$ cat config.mk
export PLATFORM = sky130hd
export DESIGN_NAME = pixel_index_fetch
export DESIGN_NICKNAME = d
export VERILOG_FILES = /design/src/rtl/gfx_pkg.sv /design/src/rtl/sync_delay_line.sv /design/src/rtl/pixel_index_fetch.sv
export SDC_FILE = /design/constraint.sdc
export NUM_CORES = 1
export LEC_CHECK = 0
export ABC_AREA = 0
export CAP_MARGIN = 0
export CORE_MARGIN = 3
export CORE_UTILIZATION = 51
export CTS_CLUSTER_SIZE = 14
export DETAILED_ROUTE_END_ITERATION = 8
export PLACE_DENSITY = 0.85
export SYNTH_ARGS = -nofsm -noshare
export SYNTH_HDL_FRONTEND = slang
export SYNTH_SLANG_ARGS = --single-unit
$ cat constraint.sdc
create_clock -name Clk -period 5.6 [get_ports Clk]
set_input_delay 0.84 -clock Clk [delete_from_list [all_inputs] [get_ports Clk]]
set_output_delay 0.84 -clock Clk [all_outputs]
set_load 0.01 [all_outputs]
$ cat src/rtl/gfx_pkg.sv
// gfx_pkg: shared constants and types for the pixel pipeline.
//   H_ACTIVE/V_ACTIVE : visible raster size
//   coord_t, bg_idx_t, spr_idx_t : pixel coordinate and palette index types
//   SPR_TRANSPARENT   : sprite texel value treated as see-through
//   sync_t / SYNC_RST : bundled {blank_n, hs_n, vs_n} and its idle value
//   frame_regs_t      : per-frame latched scroll/sprite placement
package gfx_pkg;
  localparam int H_ACTIVE = 640;
  localparam int V_ACTIVE = 480;

  typedef logic [9:0] coord_t;
  typedef logic [3:0] bg_idx_t;
  typedef logic [2:0] spr_idx_t;

  localparam spr_idx_t SPR_TRANSPARENT = 3'd0;

  typedef struct packed {
    logic blank_n;
    logic hs_n;
    logic vs_n;
  } sync_t;

  localparam sync_t SYNC_RST = '{blank_n: 1'b0, hs_n: 1'b1, vs_n: 1'b1};

  typedef struct packed {
    logic [8:0]     scroll_x;
    coord_t         spr_x;
    coord_t         spr_y;
    logic [2:0]     spr_frame;
  } frame_regs_t;
endpackage

$ cat src/rtl/sync_delay_line.sv
// sync_delay_line: DEPTH-stage shift register for {blank_n, hs_n, vs_n}.
//   Clk, Reset_n  : pixel clock, async active-low reset (stages reset to {0,1,1})
//   sync_i        : syncs entering the pipeline
//   sync_o        : syncs after DEPTH cycles
//   tap_blank_n_o : blank_n after DEPTH-1 cycles (for the stage before the output register)
module sync_delay_line
  import gfx_pkg::*;
#(
  parameter int DEPTH = 3
) (
  input  logic  Clk,
  input  logic  Reset_n,
  input  sync_t sync_i,
  output sync_t sync_o,
  output logic  tap_blank_n_o
);

  sync_t [DEPTH:1] pipe_q, pipe_d;

  always_comb begin
    pipe_d    = pipe_q;
    pipe_d[1] = sync_i;
    for (int i = 2; i <= DEPTH; i++) pipe_d[i] = pipe_q[i-1];
  end

  always_ff @(posedge Clk or negedge Reset_n) begin
    if (!Reset_n) pipe_q <= {DEPTH{SYNC_RST}};
    else          pipe_q <= pipe_d;
  end

  assign sync_o        = pipe_q[DEPTH];
  assign tap_blank_n_o = pipe_q[DEPTH-1].blank_n;

endmodule

$ cat src/rtl/pixel_index_fetch.sv
// pixel_index_fetch: per-pixel palette-index fetch for the background and
// one 2x-scaled sprite. Inputs at cycle t appear on the index outputs at t+3:
//   S1 registers ROM addresses, sprite box hit and syncs; S2 is the ROM read;
//   S3 registers indices, spr_hit and the delayed syncs.
// Ports:
//   Clk, Reset_n                 pixel clock, async active-low reset
//   DrawX, DrawY, blank_n, hs_n, vs_n   raster position and syncs from VGA ctrl
//   scroll_x, spr_x, spr_y, spr_frame, spr_flip   captured on vs_n falling edge
//   bg_rom_addr / bg_rom_data    background ROM (synchronous, 1-cycle read)
//   spr_rom_addr / spr_rom_data  sprite ROM (synchronous, 1-cycle read)
//   bg_index, spr_index, spr_hit indices for the palettes, sprite select
//   blank_n_o, hs_n_o, vs_n_o    syncs aligned with the index outputs
// Build option: define SPRITE_FLIP_EN to honour spr_flip (horizontal mirror);
// without it spr_flip is ignored.
module pixel_index_fetch
  import gfx_pkg::*;
#(
  parameter int BG_W       = 512,
  parameter int BG_H       = 240,
  parameter int SPR_W      = 16,
  parameter int SPR_FRAMES = 8
) (
  input  logic        Clk,
  input  logic        Reset_n,
  input  coord_t      DrawX,
  input  coord_t      DrawY,
  input  logic        blank_n,
  input  logic        hs_n,
  input  logic        vs_n,
  input  logic [8:0]  scroll_x,
  input  coord_t      spr_x,
  input  coord_t      spr_y,
  input  logic [2:0]  spr_frame,
  input  logic        spr_flip,
  output logic [16:0] bg_rom_addr,
  input  logic [3:0]  bg_rom_data,
  output logic [10:0] spr_rom_addr,
  input  logic [2:0]  spr_rom_data,
  output bg_idx_t     bg_index,
  output spr_idx_t    spr_index,
  output logic        spr_hit,
  output logic        blank_n_o,
  output logic        hs_n_o,
  output logic        vs_n_o
);

  localparam int unsigned BG_WU       = BG_W;
  // Active rows are always < BG_H, so keep only the row bits a BG_H-tall ROM needs.
  localparam int unsigned BG_ROWS     = 1 << $clog2(BG_H);
  localparam int unsigned SPR_WU      = SPR_W;
  localparam int unsigned SPR_FRAMESU = SPR_FRAMES;
  localparam logic [9:0]  BOX         = 10'(2 * SPR_W);

  // ---------------- frame latch ----------------
  logic        vs_n_q, vs_n_d;
  frame_regs_t fr_q, fr_d;
  logic        vs_fall;
  logic        flip;

  assign vs_fall = vs_n_q & ~vs_n;
  assign vs_n_d  = vs_n;

  always_comb begin
    fr_d = fr_q;
    if (vs_fall) begin
      fr_d.scroll_x  = scroll_x;
      fr_d.spr_x     = spr_x;
      fr_d.spr_y     = spr_y;
      fr_d.spr_frame = spr_frame;
    end
  end

  always_ff @(posedge Clk or negedge Reset_n) begin
    if (!Reset_n) begin
      vs_n_q <= 1'b1;
      fr_q   <= '0;
    end else begin
      vs_n_q <= vs_n_d;
      fr_q   <= fr_d;
    end
  end

`ifdef SPRITE_FLIP_EN
  logic flip_q, flip_d;

  always_comb begin
    flip_d = flip_q;
    if (vs_fall) flip_d = spr_flip;
  end

  always_ff @(posedge Clk or negedge Reset_n) begin
    if (!Reset_n) flip_q <= 1'b0;
    else          flip_q <= flip_d;
  end

  assign flip = flip_q;
`else
  logic unused_flip;
  assign unused_flip = spr_flip;
  assign flip        = 1'b0;
`endif

  // ---------------- S1: address generation ----------------
  logic [10:0] dx_w, dy_w;
  int unsigned tx, ty, lx, ly, sx;
  logic [16:0] bg_addr_d, bg_rom_addr_q;
  logic [10:0] spr_addr_d, spr_rom_addr_q;
  logic        box_hit_d, box_hit_q, box_hit_d2_q;

  always_comb begin
    // 11-bit differences: bit 10 is the borrow, so a pixel left of / above
    // the sprite origin is a miss even where the 10-bit wrap would be small.
    dx_w      = {1'b0, DrawX} - {1'b0, fr_q.spr_x};
    dy_w      = {1'b0, DrawY} - {1'b0, fr_q.spr_y};
    box_hit_d = !dx_w[10] && (dx_w[9:0] < BOX) && !dy_w[10] && (dy_w[9:0] < BOX);

    tx = ((32'(DrawX) >> 1) + 32'(fr_q.scroll_x)) % BG_WU;
    ty = (32'(DrawY) >> 1) % BG_ROWS;
    lx = (32'(dx_w[9:0]) >> 1) % SPR_WU;
    ly = (32'(dy_w[9:0]) >> 1) % SPR_WU;
    sx = flip ? (SPR_WU - 1 - lx) : lx;

    bg_addr_d  = 17'(ty * BG_WU + tx);
    spr_addr_d = 11'((32'(fr_q.spr_frame) % SPR_FRAMESU) * SPR_WU * SPR_WU
                     + ly * SPR_WU + sx);
  end

  always_ff @(posedge Clk or negedge Reset_n) begin
    if (!Reset_n) begin
      bg_rom_addr_q  <= '0;
      spr_rom_addr_q <= '0;
      box_hit_q      <= 1'b0;
      box_hit_d2_q   <= 1'b0;
    end else begin
      bg_rom_addr_q  <= bg_addr_d;
      spr_rom_addr_q <= spr_addr_d;
      box_hit_q      <= box_hit_d;
      box_hit_d2_q   <= box_hit_q;
    end
  end

  assign bg_rom_addr  = bg_rom_addr_q;
  assign spr_rom_addr = spr_rom_addr_q;

  // ---------------- sync alignment ----------------
  sync_t sync_in, sync_out;
  logic  blank_n_d2;

  assign sync_in = {blank_n, hs_n, vs_n};

  sync_delay_line #(.DEPTH(3)) u_sync_dly (
    .Clk           (Clk),
    .Reset_n       (Reset_n),
    .sync_i        (sync_in),
    .sync_o        (sync_out),
    .tap_blank_n_o (blank_n_d2)
  );

  assign blank_n_o = sync_out.blank_n;
  assign hs_n_o    = sync_out.hs_n;
  assign vs_n_o    = sync_out.vs_n;

  // ---------------- S3: output register ----------------
  bg_idx_t  bg_index_d, bg_index_q;
  spr_idx_t spr_index_d, spr_index_q;
  logic     spr_hit_d, spr_hit_q;

  always_comb begin
    bg_index_d  = '0;
    spr_index_d = '0;
    spr_hit_d   = 1'b0;
    if (blank_n_d2) begin
      bg_index_d  = bg_rom_data;
      spr_index_d = spr_rom_data;
      spr_hit_d   = box_hit_d2_q && (spr_rom_data != SPR_TRANSPARENT);
    end
  end

  always_ff @(posedge Clk or negedge Reset_n) begin
    if (!Reset_n) begin
      bg_index_q  <= '0;
      spr_index_q <= '0;
      spr_hit_q   <= 1'b0;
    end else begin
      bg_index_q  <= bg_index_d;
      spr_index_q <= spr_index_d;
      spr_hit_q   <= spr_hit_d;
    end
  end

  assign bg_index  = bg_index_q;
  assign spr_index = spr_index_q;
  assign spr_hit   = spr_hit_q;

endmodule

* Word-level counts from Yosys, hierarchy flattened
Index checks and enable logic that the tools add are counted.
** Operators by class
- Order comparisons :: 2
- Add/sub/neg operators :: 6
- Reduce and logical (&&, ||, !) cells :: 7
- Mux-type cells :: 3
- Bitwise gates (word level) :: 2
** Operators with widths (number)
- 10-bit by 10-bit subtractor with 11-bit output :: 2
- 10-bit by 6-bit less-than comparator with 1-bit output (second input constant) :: 2
- 17-bit by 9-bit adder with 17-bit output :: 1
- 11-bit by 4-bit adder with 11-bit output :: 1
- 11-bit by 8-bit adder with 11-bit output :: 1
- 9-bit adder :: 1
- 1-bit logical AND :: 4
- 4-bit two-way mux :: 1
- 3-bit two-way mux :: 1
- 3-bit nonzero test :: 1
- 1-bit zero test :: 2
- 1-bit AND :: 1
- 1-bit two-way mux :: 1
- 1-bit inverter :: 1
** Storage, ports and cells
- Word-level logic and storage cells :: 40
- Input port bits :: 65
- Bits in registers :: 79
- Output and inout bits :: 39

* Longest topological paths before layout
Gate-level depths: netlist of the first run.
- Word-level depth :: 5
- Depth in mapped cells :: 10
- Depth with buffers taken out :: 10

* Hierarchy
Synthesis of the first run repeated with hierarchy kept, for this count alone.
** Unflattened totals
- Cell total of the unflattened synthesis :: 319
- Area total of the unflattened synthesis :: 3692.3 um^2
** By module, submodules not included
- pixel_index_fetch :: cells an instance 310, times used 1, area an instance 3459.6 um^2
- sync_delay_line :: cells an instance 9, times used 1, area an instance 232.7 um^2

* Least setup slack after synthesis of the first run
Ideal clock, no wire load.
- Path type :: input-to-reg
- Start :: input port DrawX[1]
- End :: register box_hit_q
- Slack :: 2.995 ns
- Data arrival time :: 2.510 ns
- Stages on the path :: 9
- Cells stage by stage :: inv_1 -> fa_1 -> nand2b_1 -> a21oi_1 -> a211oi_2 -> mux2i_1 -> a2111oi_2 -> nand4_1 -> nor4_2
** On the way
- Word-level cells in the longest chain between the ends :: 5
- Elaborated cells on any way between the ends :: 6
** Ends and longest elaborated chain
- start, declared :: line pixel_index_fetch.sv:25 : input coord_t DrawX,
- 10-bit by 10-bit subtractor with 11-bit output (*) :: line pixel_index_fetch.sv:113 : dx_w = {1'b0, DrawX} - {1'b0, fr_q.spr_x};
- 10-bit by 6-bit less-than comparator with 1-bit output / 1-bit zero test (equally long branches) :: line pixel_index_fetch.sv:115 : box_hit_d = !dx_w[10] && (dx_w[9:0] < BOX) && !dy_w[10] && (dy_w[9:0] < BOX);
- 1-bit logical AND (*) (3 in a row) :: line pixel_index_fetch.sv:115
- net box_hit_d :: line pixel_index_fetch.sv:108 : logic box_hit_d, box_hit_q, box_hit_d2_q;
- end signal, assigned :: line pixel_index_fetch.sv:137 : box_hit_q <= box_hit_d;
- end, declared :: line pixel_index_fetch.sv:108
Mark *: on every way through the listed nets, which the timed path passes. The rest lies on a longest branch.
A chain may end at the register's enable or synchronous reset.

* Worst setup path in the final report of the first run
Same ends and word-level chain as after synthesis.

==> results.py, run 1 <==
metrics = {
    "layout": {
        "final_cell_mix": "clkdlybuf4s50_1, dfrtp_1, nand2_1, inv_1",
        "stdcell_area_sq_um": 4912,
        "final.fill_count": 481,
        "drive_above_1_share": 0.1043,
        "layout_commonest_cell": "clkdlybuf4s50_1",
        "diodes": 0,
        "area_growth_pct": 36.60,
        "fin_nets": 511,
    },
    "detailed_routing": {
        "postRouteWirelength_um": 7104,
        "firstDrtPassIters": 4,
        "post-route-drc-count": 0,
        "drt_iter0_drc": 64,
        "vias": 2542,
        "wire_per_inst_um": 13.79,
        "drt-vias-per-instance": 4.936,
        "ant_nets": 0,
    },
    "clock_tree": {
        "clk_latency_ns": 0.34,
        "ctsResizeCount": 0,
        "post-cts-setup-buffers": 0,
        "cts_sinks": 79,
        "cts_tree": "done",
        "clk_path_buf_depth": 2,
        "clk_pin_slew_ns": 0.08,
        "root_buffer": "clkbuf_8",
        "htree_levels": 3,
        "cts-hold-fix-buffers": 0,
        "cts_buffers": 9,
    },
    "critical_path": {
        "rrSetupSlack_ns": 3.22,
        "cpPeakStageDelay_ns": 0.53,
        "critPathLaunchType": "primary input",
        "cp_max_fo": 3,
        "crit_chain": "clkdlybuf4s50_1 -> inv_1 -> fa_1 -> nand2b_1 -> a21oi_1 -> a211oi_2 -> mux2i_1 -> a2111oi_2 -> nand4_1 -> nor4_2",
        "crit_path_end_kind": "flop",
        "cp.required_ns": 5.85,
        "worstSetupPathType": "in -> reg",
        "worstPathArrival_ns": 3.26,
        "cp_slowest_cell": "clkdlybuf4s50_1",
    },
    "die": {
        "io_pins": 104,
        "core_area_sq_um": 6604,
        "die_y_um": 89.97,
        "dieArea_sq_um": 8095,
        "initial_core_util": 0.5445,
        "die_x_um": 89.97,
        "rows": 29,
    },
    "grt": {
        "grt_pass1_wl_um": 12100,
        "grt_pass1_vias": 2644,
        "grt_overflow": 0,
        "grt_max_degree": 80,
        "grt_util_all_layers": 0.1870,
        "antenna_found_initial": 0,
    },
    "sta": {
        "hold_slack_ns": 0.3426,
        "slew_viol_final": 0,
        "max_slew_margin": 0.3666,
        "rsz0062_at_grt": "false",
        "worstMarginPinSlew_ns": 0.9501,
        "hold_viol": 0,
        "fin_crit_ns": 3.015,
        "fmax_ghz": 0.3317,
        "finClkSkew_ns": 0.007782,
        "setup_viol": 0,
        "final.period_utilization": 0.5383,
        "fin_setup_tns_ns": 0,
    },
    "pwr": {
        "peakVddDrop_v": 0.0001987,
        "power_density_nw_per_um2": 318.3,
        "p_sw_uw": 446.0,
        "power_frac_comb": 0.303,
        "p_int_uw": 1118,
        "cellLeakagePower_uw": 0.002202,
        "pwr-share-seq": 0.439,
        "switching_share": 0.2852,
        "finalPower_uw": 1564,
        "clkPwrFrac": 0.258,
    },
    "synth": {
        "syn_area_sq_um": 3596,
        "synth_edf_count": 0,
        "synth_warnings": 0,
        "synth_cells": 309,
        "ys_seq_area_frac": 0.5518,
        "yosysTopAreaCell": "dfrtp_1",
        "synth_cell_types": 37,
        "syn_nets": 403,
        "synth_area_leaders": "dfrtp_1, ha_1, dfstp_2",
        "ys_ff_latch": 79,
        "synthFlopType": "dfrtp_1",
        "synth_top_area_frac": 0.5080,
        "synthArstFlopShare": 1.000,
        "syn_area_per_cell_sq_um": 11.64,
    },
    "placement": {
        "gp_congestion": 0.6884,
        "place_area_sq_um": 4723,
        "port_buffers": 102,
        "dp_hpwl_um": 5238,
    },
    "run_status": {
        "status": "finished clean",
    },
    "min_path": {
        "hold_path_class": "reg -> reg",
    },
    "job": {
        "maxCapViolCount": 0,
    },
}
==> per-layer routing <==
metal	wire, um	GRT usage	vias to the layer above
met2	3474	0.3127	81
met4	73	0.07653	0
met3	532	0.05843	6
met5	0	0	-
li1	-	-	1265
met1	3024	0.2255	1190
==> area by class of cell <==
cell class                      count  area, sq um  area share
Tap cell                           93        116.4     0.02369
Clock buffer                       10        127.6     0.02598
Clock inverter                      6        61.31     0.01248
Inverter                           27        101.3     0.02063
Sequential cell                    79         1984      0.4040
Timing Repair Buffer              103         1026      0.2089
Multi-Input combinational cell    197         1495      0.3044
==> kinds of logic (layout without fill, tap and decap cells) <==
kind of cell | Yosys count | in the layout | share of synthesized area
mux | 15 | 15 | 0.04628
compound gates | 65 | 65 | 0.1145
simple gates | 66 | 66 | 0.09221
xor+xnor | 22 | 22 | 0.05359
buf+inv | 33 | 146 | 0.03445
fa+ha+maj | 29 | 29 | 0.1072
flops | 79 | 79 | 0.5518
==> power by group through the flow <==
stage | clock network (uW) | logic [uW] | registers [uW]
global route | 442 | 523 | 697
detailed placement | 0 | 474 | 698
global placement | 0 | 460 | 695
finish | 403 | 474 | 687
floorplan | 0 | 231 | 722
CTS | 416 | 478 | 688
==> sequential cells by signal, indices dropped and copies added (netlist names), 3 cells and up <==
name,flops
u_sync_dly.sync_o,3
spr_rom_addr,11
u_sync_dly.pipe_d,5
bg_rom_addr,17
spr_index,3
bg_index,4
fr_q,32
==> critical path, delay by kind of cell <==
kind                       cells  cell delay [ns]
and+or+nand+nor                3             0.59
buffers and inverters          2             0.61
AOI/OAI and AO/OA              3             0.62
adders and majority gates      1             0.46
muxes                          1             0.15
==> worst paths after layout <==
| check | from | endpoint | cells past startpoint |
|---|---|---|---|
| worst max-delay path | DrawX[1] | box_hit_q | 10 |
| worst min-delay path | box_hit_q | box_hit_d2_q | 0 |
| worst max register to register | fr_q[13] | box_hit_q | 9 |
| worst min register to register | box_hit_q | box_hit_d2_q | 0 |
| max in group asynchronous | Reset_n | fr_q[27] | 1 |
| min in group asynchronous | Reset_n | bg_rom_addr[10] | 1 |
==> per-stage QoR <==
| stage | instances | utilization | setup slack (ns) |
|---|---|---|---|
| after floorplan | 309 | - | 2.995 |
| after global placement | 499 | 0.7152 | 2.309 |
| after detailed placement | 499 | 0.7152 | 2.253 |
| after CTS | 515 | 0.7438 | 2.612 |
| after global routing | 515 | 0.7438 | 2.475 |
| final | 515 | 0.7438 | 2.585 |
==> Yosys cell counts, drive strengths merged (5+ instances only) <==
cell	number
o21ai	26
dfstp	6
dfrtp	73
mux2	13
and2	8
nor2b	7
xor2	9
clkbuf	5
a21oi	14
ha	26
inv	27
xnor2	13
nand2	29
nand2b	6
nor2	5
a21o	9
Power figures use the tool's default switching activity.
==> run 2: changes to the inputs <==
--- a/config.mk
+++ b/config.mk
@@ -8,10 +8,10 @@
 export ABC_AREA = 0
 export CAP_MARGIN = 0
 export CORE_MARGIN = 3
-export CORE_UTILIZATION = 51
+export CORE_UTILIZATION = 47
 export CTS_CLUSTER_SIZE = 14
 export DETAILED_ROUTE_END_ITERATION = 8
-export PLACE_DENSITY = 0.85
+export PLACE_DENSITY = 0.79
 export SYNTH_ARGS = -nofsm -noshare
 export SYNTH_HDL_FRONTEND = slang
 export SYNTH_SLANG_ARGS = --single-unit
==> constraint.sdc (replaced) <==
create_clock -name Clk -period 2.9 [get_ports Clk]
set_input_delay 0.435 -clock Clk [delete_from_list [all_inputs] [get_ports Clk]]
set_output_delay 0.435 -clock Clk [all_outputs]
set_load 0.01 [all_outputs]
==> run 2 against run 1 <==
  * Sequential share of layout area decreased by 0.58 points
  * Non-clock buffer count up 3
  * Critical path depth is the same
  * Sequential cell count stayed put
  * Critical path type unchanged
  * Largest power group unchanged
  * Highest routed layer unchanged
==> results.py, run 2 (synthesis results as in run 1) <==
metrics = {
    "placement": {
        "gp_congestion": 0.7173,
        "place_area_sq_um": 4753,
        "port_buffers": 102,
        "dp_hpwl_um": 5339,
        "place_ws_ns": 0.01980,
    },
    "pwr": {
        "clkPwrFrac": 0.299,
        "cellLeakagePower_uw": 0.002236,
        "pwr-share-seq": 0.415,
        "power_density_nw_per_um2": 642.8,
        "power_frac_comb": 0.286,
        "p_int_uw": 2341,
        "peakVddDrop_v": 0.0004365,
        "switching_share": 0.2691,
        "p_sw_uw": 862.1,
    },
    "run_status": {
        "status": "finished clean",
    },
    "critical_path": {
        "rrSetupSlack_ns": 0.57,
        "cp_slowest_cell": "clkdlybuf4s50_1",
        "cpPeakStageDelay_ns": 0.52,
        "worstSetupPathType": "in -> reg",
        "reg2reg_from": "fr_q[3]",
        "worstPathArrival_ns": 2.80,
        "cp_max_fo": 3,
        "reg2reg_depth": 9,
        "crit_path_end_kind": "flop",
        "r2r-end": "box_hit_q",
        "cp.required_ns": 3.16,
        "crit_chain": "clkdlybuf4s50_1 -> inv_1 -> fa_1 -> nand2b_1 -> a21oi_1 -> a211oi_2 -> mux2i_1 -> a2111oi_2 -> nand4_1 -> nor4_2",
        "critPathLaunchType": "primary input",
    },
    "die": {
        "dieArea_sq_um": 8737,
        "core_area_sq_um": 7331,
        "io_pins": 104,
        "die_x_um": 93.47,
        "initial_core_util": 0.4905,
        "rows": 31,
        "die_y_um": 93.47,
    },
    "detailed_routing": {
        "firstDrtPassIters": 4,
        "vias": 2590,
        "drt_iter0_drc": 53,
        "post-route-drc-count": 0,
        "postRouteWirelength_um": 7169,
        "wire_per_inst_um": 13.68,
        "ant_nets": 0,
        "drt-vias-per-instance": 4.943,
    },
    "clock_tree": {
        "htree_levels": 3,
        "root_buffer": "clkbuf_8",
        "clk_path_buf_depth": 2,
        "cts-hold-fix-buffers": 0,
        "cts_sinks": 79,
        "cts_tree": "done",
        "post-cts-setup-buffers": 0,
        "ctsResizeCount": 0,
        "cts_buffers": 9,
        "clk_pin_slew_ns": 0.09,
        "clk_latency_ns": 0.35,
    },
    "grt": {
        "antenna_found_initial": 0,
        "grt_pass1_vias": 2551,
        "grt_util_all_layers": 0.1774,
        "grt_pass1_wl_um": 12030,
        "grt_max_degree": 80,
        "grt_overflow": 0,
    },
    "sta": {
        "worstMarginPinSlew_ns": 0.9519,
        "slew_viol_final": 0,
        "finClkSkew_ns": 0.01461,
        "rsz0062_at_grt": "false",
        "setup_slack_ns": 0.3609,
        "fmax_ghz": 0.3938,
        "max_slew_margin": 0.3654,
        "hold_viol": 0,
        "fin_setup_tns_ns": 0,
        "setup_viol": 0,
        "final.period_utilization": 0.8755,
        "fin_crit_ns": 2.539,
        "hold_slack_ns": 0.2428,
    },
    "layout": {
        "drive_above_1_share": 0.1059,
        "final_cell_mix": "clkdlybuf4s50_1, dfrtp_1, nand2_1, inv_1",
        "largest_reg_flops": 32,
        "stdcell_area_sq_um": 4984,
        "final.fill_count": 551,
        "area_growth_pct": 38.59,
        "layout_commonest_cell": "clkdlybuf4s50_1",
        "multi_input_area_sq_um": 1495,
        "largest-register": "fr_q",
        "regArea_sq_um": 1984,
        "fin_nets": 514,
        "diodes": 0,
    },
    "job": {
        "maxCapViolCount": 0,
    },
    "min_path": {
        "hold_path_class": "in -> async",
    },
}
[run 2: cell count changes in the layout (fill, tap and decap cells not counted)]
| cell | delta |
|---|---|
| buf_4 | +3 |
| bufinv_16 | +2 |
| clkbuf_1 | +2 |
| clkinv_2 | -2 |
| clkinv_4 | -1 |
| clkinvlp_4 | -1 |
[run 2: per-stage QoR]
| step | instances | utilization | total power, uW |
|---|---|---|---|
| after floorplan | 309 | - | 1841 |
| after global placement | 508 | 0.6484 | 2240 |
| after detailed placement | 508 | 0.6484 | 2268 |
| after CTS | 524 | 0.6798 | 3239 |
| after global routing | 524 | 0.6798 | 3392 |
| final | 524 | 0.6798 | 3203 |
[run 2: how the worst max path moves through the flow]
stage,startpoint,to,slack [ns],cells after the start
2_1_floorplan,DrawX[1],box_hit_q,0.70,9
3_3_place_gp,DrawY[1],box_hit_q,0.07,10
3_5_place_dp,DrawY[1],box_hit_q,0.02,10
4_1_cts,DrawY[1],box_hit_q,0.35,10
5_1_grt,DrawY[1],box_hit_q,0.20,10
6_report,DrawY[1],box_hit_q,0.36,10
[run 2: layer usage]
layer | routed length [um] | GRT usage
met1 | 2997 | 0.2206
met2 | 3479 | 0.2918
met3 | 562 | 0.05068
met4 | 130 | 0.06838
met5 | 0 | 0
[run 2: worst max-delay path, delay by kind of cell]
| kind | cells | cell delay (ns) |
|---|---|---|
| multiplexers | 1 | 0.14 |
| buffers and inverters | 2 | 0.60 |
| AO/OA/AOI/OAI | 3 | 0.59 |
| AND/OR/NAND/NOR | 3 | 0.59 |
| adder cells (fa/ha/maj) | 1 | 0.46 |
[run 2: power groups by stage]
stage | Clock (uW) | Combinational [uW] | Sequential (uW)
5_1_grt | 1030 | 1010 | 1350
6_report | 957 | 918 | 1330
2_1_floorplan | 0 | 446 | 1400
4_1_cts | 978 | 930 | 1330
3_5_place_dp | 0 | 921 | 1350
3_3_place_gp | 0 | 893 | 1350
[run 2: area by class of cell]
type | count | share of cell area
Timing Repair Buffer | 106 | 0.2104
Multi-Input combinational cell | 197 | 0.3000
Inverter | 27 | 0.02034
Clock buffer | 12 | 0.02712
Clock inverter | 4 | 0.01908
Sequential cell | 79 | 0.3982
Tap cell | 99 | 0.02486
==> run 3: changes to the inputs <==
--- a/config.mk
+++ b/config.mk
@@ -8,10 +8,10 @@
 export ABC_AREA = 0
 export CAP_MARGIN = 0
 export CORE_MARGIN = 3
-export CORE_UTILIZATION = 47
+export CORE_UTILIZATION = 51
 export CTS_CLUSTER_SIZE = 14
 export DETAILED_ROUTE_END_ITERATION = 8
-export PLACE_DENSITY = 0.79
+export PLACE_DENSITY = 0.85
 export SYNTH_ARGS = -nofsm -noshare
 export SYNTH_HDL_FRONTEND = slang
 export SYNTH_SLANG_ARGS = --single-unit
==> constraint.sdc (replaced) <==
create_clock -name Clk -period 3 [get_ports Clk]
set_input_delay 0.45 -clock Clk [delete_from_list [all_inputs] [get_ports Clk]]
set_output_delay 0.45 -clock Clk [all_outputs]
set_load 0.01 [all_outputs]
==> run 3 against run 2 <==
  * Global-route usage up 1.2 points
  * First-iteration DRC count increased by 58%
  * Clock power fell by 8.0%
  * Non-clock buffer count down 1
  * Routed wire length is 0.95% lower
  * Largest power group unchanged
  * Sequential cell count stayed put
  * Sequential power is 4% lower
  * Via count decreased by 0.12%
  * Register-to-register slack better by 0.04 ns
  * Worst hold slack worse by 0.0015 ns
  * Die area fell by 7.3%
==> results.py, run 3 (synthesis results as in run 1) <==
metrics = {
    "sta": {
        "fin_crit_ns": 2.607,
        "rsz0062_at_grt": "false",
        "slew_viol_final": 0,
        "finClkSkew_ns": 0.009132,
        "final.period_utilization": 0.8691,
        "fmax_ghz": 0.3835,
        "hold_viol": 0,
        "max_slew_margin": 0.3762,
        "fin_setup_tns_ns": 0,
        "setup_viol": 0,
        "worstMarginPinSlew_ns": 0.9357,
    },
    "critical_path": {
        "critPathLaunch": "DrawX[1]",
        "cp.required_ns": 3.25,
        "reg2reg_depth": 9,
        "crit_chain": "clkdlybuf4s50_1 -> inv_1 -> fa_1 -> nand2b_1 -> a21oi_1 -> a211oi_2 -> mux2i_1 -> a2111oi_2 -> nand4_1 -> nor4_2",
        "r2r-end": "box_hit_q",
        "cpPeakStageDelay_ns": 0.50,
        "crit_path_end_kind": "flop",
        "cp_max_fo": 2,
        "rrSetupSlack_ns": 0.61,
        "worstPathArrival_ns": 2.86,
        "cp_slowest_cell": "clkdlybuf4s50_1",
        "worstSetupPathType": "in -> reg",
        "crit_path_end": "box_hit_q",
        "reg2reg_from": "fr_q[13]",
        "critPathLaunchType": "primary input",
    },
    "clock_tree": {
        "cts_buffers": 9,
        "clk_pin_slew_ns": 0.08,
        "clk_latency_ns": 0.35,
        "cts_sinks": 79,
        "root_buffer": "clkbuf_8",
        "cts_tree": "done",
        "post-cts-setup-buffers": 0,
        "clk_path_buf_depth": 2,
        "htree_levels": 3,
        "ctsResizeCount": 0,
        "cts-hold-fix-buffers": 0,
    },
    "layout": {
        "fin_nets": 513,
        "regArea_sq_um": 1984,
        "largest-register": "fr_q",
        "stdcell_count": 517,
        "area_growth_pct": 38.13,
        "largest_reg_flops": 32,
        "multi_input_area_sq_um": 1495,
        "final_cell_mix": "clkdlybuf4s50_1, dfrtp_1, nand2_1, inv_1",
        "layout_commonest_cell": "clkdlybuf4s50_1",
        "diodes": 0,
        "final.fill_count": 491,
        "final_util": 0.7522,
        "drive_above_1_share": 0.1108,
    },
    "pwr": {
        "cellLeakagePower_uw": 0.002233,
        "p_int_uw": 2202,
        "power_frac_comb": 0.289,
        "pwr-share-seq": 0.422,
        "switching_share": 0.2770,
        "power_density_nw_per_um2": 613.1,
        "peakVddDrop_v": 0.0004945,
        "p_sw_uw": 843.5,
        "clkPwrFrac": 0.289,
    },
    "grt": {
        "antenna_found_initial": 0,
        "grt_max_degree": 80,
        "grt_pass1_wl_um": 12140,
        "grt_util_all_layers": 0.1890,
        "grt_pass1_vias": 2644,
        "grt_overflow": 0,
    },
    "job": {
        "maxCapViolCount": 0,
    },
    "die": {
        "initial_core_util": 0.5445,
        "rows": 29,
        "die_y_um": 89.97,
        "core_area_sq_um": 6604,
        "die_x_um": 89.97,
        "io_pins": 104,
        "dieArea_sq_um": 8095,
    },
    "detailed_routing": {
        "vias": 2587,
        "postRouteWirelength_um": 7101,
        "ant_nets": 0,
        "post-route-drc-count": 0,
        "wire_per_inst_um": 13.74,
        "firstDrtPassIters": 4,
        "drt_iter0_drc": 84,
        "drt-vias-per-instance": 5.004,
    },
    "placement": {
        "dp_hpwl_um": 5393,
        "gp_congestion": 0.7293,
        "placed_cells": 501,
        "port_buffers": 102,
    },
    "min_path": {
        "hold_path_class": "in -> async",
    },
    "run_status": {
        "status": "finished clean",
    },
}
-- run 3: how the worst min path moves through the flow --
stage | to | slack, ns | startpoint | cells after the start
finish | spr_rom_addr[4] | 0.24 | Reset_n | 1
global route | spr_rom_addr[4] | 0.31 | Reset_n | 1
CTS | spr_rom_addr[4] | 0.28 | Reset_n | 1
global placement | u_sync_dly.tap_blank_n_o | 0.33 | u_sync_dly.pipe_d[5] | 0
floorplan | bg_index[0] | 0.15 | Reset_n | 0
detailed placement | box_hit_d2_q | 0.34 | box_hit_q | 0
-- run 3: final cells by class --
cell class	count	share of cell area
Tap cell	93	0.02343
Sequential cell	79	0.3995
Inverter	27	0.02040
Timing Repair Buffer	105	0.2096
Clock inverter	6	0.01839
Clock buffer	10	0.02771
Multi-Input combinational cell	197	0.3010
-- run 3: stage by stage --
stage	instance area (sq um)	power, uW	hold slack (ns)	setup WS [ns]
6_report	4967	3045	0.2413	0.3926
5_1_grt	4967	3234	0.3106	0.2267
4_1_cts	4967	3080	0.2804	0.4226
3_5_place_dp	4738	2187	0.3363	0.05841
3_3_place_gp	4738	2158	0.3341	0.1774
2_1_floorplan	3596	1780	0.1544	0.7846
-- run 3: per-layer routing --
metal,wire length [um],vias to the layer above,part of all wire,global-route usage
met5,0,-,0,0
met4,82,0,0.012,0.06250
met3,627,9,0.088,0.07930
met2,3436,86,0.48,0.3095
met1,2955,1222,0.42,0.2269
li1,-,1270,-,-
-- run 3: worst max-delay path: cells and delay by family --
family / cells / cell delay (ns)
AOI/OAI and AO/OA: 3 / 0.63
adders and majority gates: 1 / 0.47
buffers and inverters: 2 / 0.59
muxes: 1 / 0.16
and+or+nand+nor: 3 / 0.57
-- run 3: power groups by stage --
| stage | clock network, uW | logic (uW) | registers [uW] |
|---|---|---|---|
| 5_1_grt | 961 | 974 | 1300 |
| 3_3_place_gp | 0 | 859 | 1300 |
| 6_report | 880 | 882 | 1280 |
| 3_5_place_dp | 0 | 884 | 1300 |
| 4_1_cts | 904 | 890 | 1290 |
| 2_1_floorplan | 0 | 431 | 1350 |
